--- config.mk ---
export PLATFORM = sky130hd
export DESIGN_NAME = clap_detector
export DESIGN_NICKNAME = d
export VERILOG_FILES = /design/src/rtl/clap_detector.sv
export SDC_FILE = /design/constraint.sdc
export NUM_CORES = 1
export LEC_CHECK = 0
export CAP_MARGIN = 10
export CORE_MARGIN = 2
export CORE_UTILIZATION = 48
export CTS_CLUSTER_SIZE = 20
export DETAILED_ROUTE_END_ITERATION = 6
export HOLD_SLACK_MARGIN = 0.02
export PLACE_DENSITY = 0.79
export SLEW_MARGIN = 20
export SYNTH_ARGS = -nofsm -noshare
export SYNTH_HDL_FRONTEND = slang
export SYNTH_SLANG_ARGS = --single-unit
--- constraint.sdc ---
create_clock -name clock -period 3 [get_ports clock]
set_clock_uncertainty 0.15 [all_clocks]
set_input_delay 0.75 -clock clock [delete_from_list [all_inputs] [get_ports clock]]
set_output_delay 0.75 -clock clock [all_outputs]
set_load 0.01 [all_outputs]
--- src/rtl/clap_detector.sv ---
// Double-clap detector operating on a stream of frame energies.
// A clap is a run of above-threshold beats (at most MAX_CLAP long); two claps
// separated by MIN_GAP..MAX_GAP below-threshold beats produce a one-cycle
// clap_pulse and toggle light_state. After a detection or rejection the
// block ignores HOLDOFF beats before listening again.
// Optional feature: define CLAP_DETECTOR_HYSTERESIS_EN to release a clap only
// when energy falls below THRESHOLD/2 (classification in IDLE/GAP unchanged).
module clap_detector #(
    parameter int unsigned                 ENERGY_WIDTH = 32,
    parameter logic [ENERGY_WIDTH-1:0]     THRESHOLD    = 'h0100_0000,
    parameter int unsigned                 MAX_CLAP     = 4,
    parameter int unsigned                 MIN_GAP      = 2,
    parameter int unsigned                 MAX_GAP      = 20,
    parameter int unsigned                 HOLDOFF      = 10
) (
    input  logic                    clock,
    input  logic                    nreset,
    input  logic [ENERGY_WIDTH-1:0] energy_data,
    input  logic                    energy_valid,
    output logic                    energy_ready,
    output logic                    clap_pulse,
    output logic                    light_state,
    output logic                    busy
);

    typedef enum logic [2:0] {
        IDLE  = 3'd0,
        CLAP1 = 3'd1,
        GAP   = 3'd2,
        CLAP2 = 3'd3,
        HOLD  = 3'd4
    } state_t;

    localparam logic [16:0] MAX_CLAP_C = 17'(MAX_CLAP);
    localparam logic [16:0] MIN_GAP_C  = 17'(MIN_GAP);
    localparam logic [16:0] MAX_GAP_C  = 17'(MAX_GAP);
    localparam logic [16:0] HOLDOFF_C  = 17'(HOLDOFF);

    state_t      state, state_next;
    logic [15:0] cnt, cnt_next;
    logic        pulse_next;
    logic        light_next;
    logic        beat;
    logic        above;
    logic        clap_above;
    logic [15:0] cnt_sat;
    logic [16:0] cnt_plus;

    assign beat     = energy_valid && energy_ready;
    assign above    = (energy_data >= THRESHOLD);
    assign cnt_sat  = (cnt == 16'hFFFF) ? cnt : cnt + 16'd1;
    // Widened so the "would exceed" comparisons never wrap at saturation.
    assign cnt_plus = {1'b0, cnt} + 17'd1;
    assign busy     = (state != IDLE);

    // Inside a clap, decide whether this beat extends it.
`ifdef CLAP_DETECTOR_HYSTERESIS_EN
    assign clap_above = (energy_data >= (THRESHOLD >> 1));
`else
    assign clap_above = above;
`endif

    // State, counter and registered outputs.
    always_ff @(posedge clock or negedge nreset) begin
        if (!nreset) begin
            state        <= IDLE;
            cnt          <= '0;
            energy_ready <= 1'b0;
            clap_pulse   <= 1'b0;
            light_state  <= 1'b0;
        end else begin
            state        <= state_next;
            cnt          <= cnt_next;
            energy_ready <= 1'b1;
            clap_pulse   <= pulse_next;
            light_state  <= light_next;
        end
    end

    // Next-state, counter and output decode; only beats advance anything.
    always_comb begin
        state_next = state;
        cnt_next   = cnt;
        pulse_next = 1'b0;
        light_next = light_state;
        if (beat) begin
            unique case (state)
                IDLE: begin
                    if (above) begin
                        state_next = CLAP1;
                        cnt_next   = 16'd1;
                    end
                end
                CLAP1: begin
                    if (clap_above) begin
                        if (cnt_plus > MAX_CLAP_C) begin
                            state_next = HOLD;
                            cnt_next   = '0;
                        end else begin
                            cnt_next = cnt_sat;
                        end
                    end else begin
                        // The releasing beat is already the first gap beat.
                        state_next = GAP;
                        cnt_next   = 16'd1;
                    end
                end
                GAP: begin
                    if (above) begin
                        state_next = ({1'b0, cnt} >= MIN_GAP_C) ? CLAP2 : HOLD;
                        cnt_next   = ({1'b0, cnt} >= MIN_GAP_C) ? 16'd1 : 16'd0;
                    end else if (cnt_plus > MAX_GAP_C) begin
                        state_next = IDLE;
                        cnt_next   = '0;
                    end else begin
                        cnt_next = cnt_sat;
                    end
                end
                CLAP2: begin
                    if (clap_above) begin
                        if (cnt_plus > MAX_CLAP_C) begin
                            state_next = HOLD;
                            cnt_next   = '0;
                        end else begin
                            cnt_next = cnt_sat;
                        end
                    end else begin
                        state_next = HOLD;
                        cnt_next   = '0;
                        pulse_next = 1'b1;
                        light_next = ~light_state;
                    end
                end
                HOLD: begin
                    if (cnt_plus >= HOLDOFF_C) begin
                        state_next = IDLE;
                        cnt_next   = '0;
                    end else begin
                        cnt_next = cnt_sat;
                    end
                end
                default: begin
                    state_next = IDLE;
                    cnt_next   = '0;
                end
            endcase
        end
    end

endmodule

==> impl_metrics.toml <==
[outcome]
outcome = "finished clean"

[floorplan]
row_count = 20
die_area_um2 = 3597
initial_utilization = 0.4967
die_y_um = 59.98
coreArea_um2 = 3028
ios = 39
die_w_um = 59.98

[global_routing]
grt_antenna_before_repair = 0
busiest_layer = "met2"
met2_usage = 0.3245
grt_max_degree = 19
grt_pass1_wl_um = 5671
use_met3 = 0.02597
global_route.usage.met1 = 0.2959
grt_usage = 0.2082
grt_overflow = 0
grt_pass1_vias = 1248

[clocking]
numCtsBuffers = 3
cts_resized = 0
clock_latency_ps = 320
ctsHoldBuffers = 0
cts-root-buf = "clkbuf_4"
tritoncts = "done"
clk_pin_slew_worst_paths_ps = 130
cts_max_level = 1
post_cts_buffers = 0
clkSinkCount = 22
clockBufferDepth = 2

[synth]
synth.distinct_cells = 58
synth_warnings = 0
yosysTopAreaCell = "dfrtp_1"
synthArstFlopShare = 1.000
syn_nets = 201
synth_area_um2 = 1504
syn-instance-count = 162
synth_top_area_share = 0.3661
synth_edf_count = 0
synth_ff_type = "dfrtp_1"
ys_seq_elements = 22
yosysSeqAreaShare = 0.3661
synth.avg_cell_area_um2 = 9.284
ys_top_cells_by_area = "dfrtp_1, and2_1, nand2_1, ha_1, nand4_1"

[setup_path]
worst-endpoint-required_ps = 2100
path_class = "flop to output port"
path_max_fanout = 11
worstPathArrival_ps = 1750
crit_path_end_kind = "output port"
start_kind = "flop"

[placement]
dp_hpwl_um = 2362
io_buffer_count = 14
place.gp.congestion = 0.9372
dp_cells = 219

[cells_and_area]
fin_nets = 219
layout_commonest_cell = "dfrtp_1"
syn2layout_area_growth_pct = 15.47
post-route-util = 0.5736
final_cell_mix = "dfrtp_1, nand2_1, and2_1, clkdlybuf4s50_1, nor2_1"
fin_cells = 223
drive_gt1_frac = 0.1397
antenna_cells = 0

[sta]
final_max_slew_viol_count = 0
fmax_mhz = 377.4
setup_violations = 0
rsz0062_at_grt = "false"
max-slew-margin-rel = 0.6669
post-route-period-util = 0.8832
fin_tns_setup_ps = 0
fin_crit_ps = 2650
tightestPinTransition_ps = 498.0
whs_ps = 328.3
hold_violations = 0

[route]
firstDrtPassIters = 4
viasPerCell = 5.879
drtAntennaViolNets = 0
wl_per_cell_um = 14.15
drt-total-wl_um = 3156
drc = 0
vias = 1311
drt-initial-drc-count = 55

[pwr]
ir_drop_uv = 306.8
power_mw = 1.049
power_per_cell_area_nw_per_um2 = 604.2
leakage_nw = 0.7844

[min_path]
min_path_type = "flop to flop"

[run]
maxCapViolations = 0
stage by stage:
stage / instance area (um^2) / setup WS [ps]
6_report: 1737 / 350.4
5_1_grt: 1737 / 224.1
4_1_cts: 1737 / 349.0
3_5_place_dp: 1684 / 26.63
3_3_place_gp: 1684 / 51.19
2_1_floorplan: 1504 / 476.8
routing by layer:
metal / up-vias / wire [um]
met5: - / 0
met4: 0 / 44
met3: 6 / 205
met2: 58 / 1512
met1: 616 / 1393
li1: 631 / -
layout make-up:
class                           instances  area [um^2]
Fill cell                             255         1291
Multi-Input combinational cell        127        865.8
Sequential cell                        22        550.5
Timing Repair Buffer                   21        192.7
Tap cell                               44        55.05
Clock inverter                          1        30.03
Clock buffer                            3        22.52
Inverter                                5        20.02
critical path, stage by stage (launching register included):
cell and delay (ps):
dfrtp_1 510, or3_1 430, clkdlybuf4s50_1 500
Yosys cell counts (3+ instances only):
cell / count
nor3_1: 5
dfrtp_1: 22
nor2_1: 12
nand4_1: 8
xnor2_1: 3
or3_1: 4
and2_1: 14
buf_6: 3
xor2_1: 3
ha_1: 4
o21ai_0: 6
nand3_1: 4
inv_1: 4
nand2_1: 15
a21oi_1: 6
cell families after synthesis:
logic type / after synthesis / share of synthesized area
fa+ha+maj: 4 / 0.03328
compound gates: 36 / 0.1872
simple gates: 78 / 0.3037
xor+xnor: 6 / 0.03495
buf+inv: 13 / 0.05823
mux: 2 / 0.01414
other cells: 1 / 0.002493
flops: 22 / 0.3661
power breakdown:
part | total [mW] | internal, mW | leakage [nW] | switching (mW)
combinational | 0.393 | 0.187 | 0.460 | 0.207
clock | 0.232 | 0.135 | 0.0279 | 0.0973
sequential | 0.424 | 0.334 | 0.296 | 0.0900
final timing paths:
check,from,endpoint,slack (ps),cells past startpoint
worst max register to register,cnt[0],state[0],420,9
worst min register to register,light_state,light_state,330,1
max in group asynchronous,nreset,state[0],1560,2
worst min-delay path,light_state,light_state,330,1
worst max-delay path,state[0],busy,350,2
min in group asynchronous,nreset,cnt[8],600,1
state kept, by name, indices dropped and copies added, names as in the netlist:
register and cells:
state 3, clap_pulse 1, light_state 1, cnt 16, energy_ready 1
No activity file was read; power rests on OpenSTA's default activity.
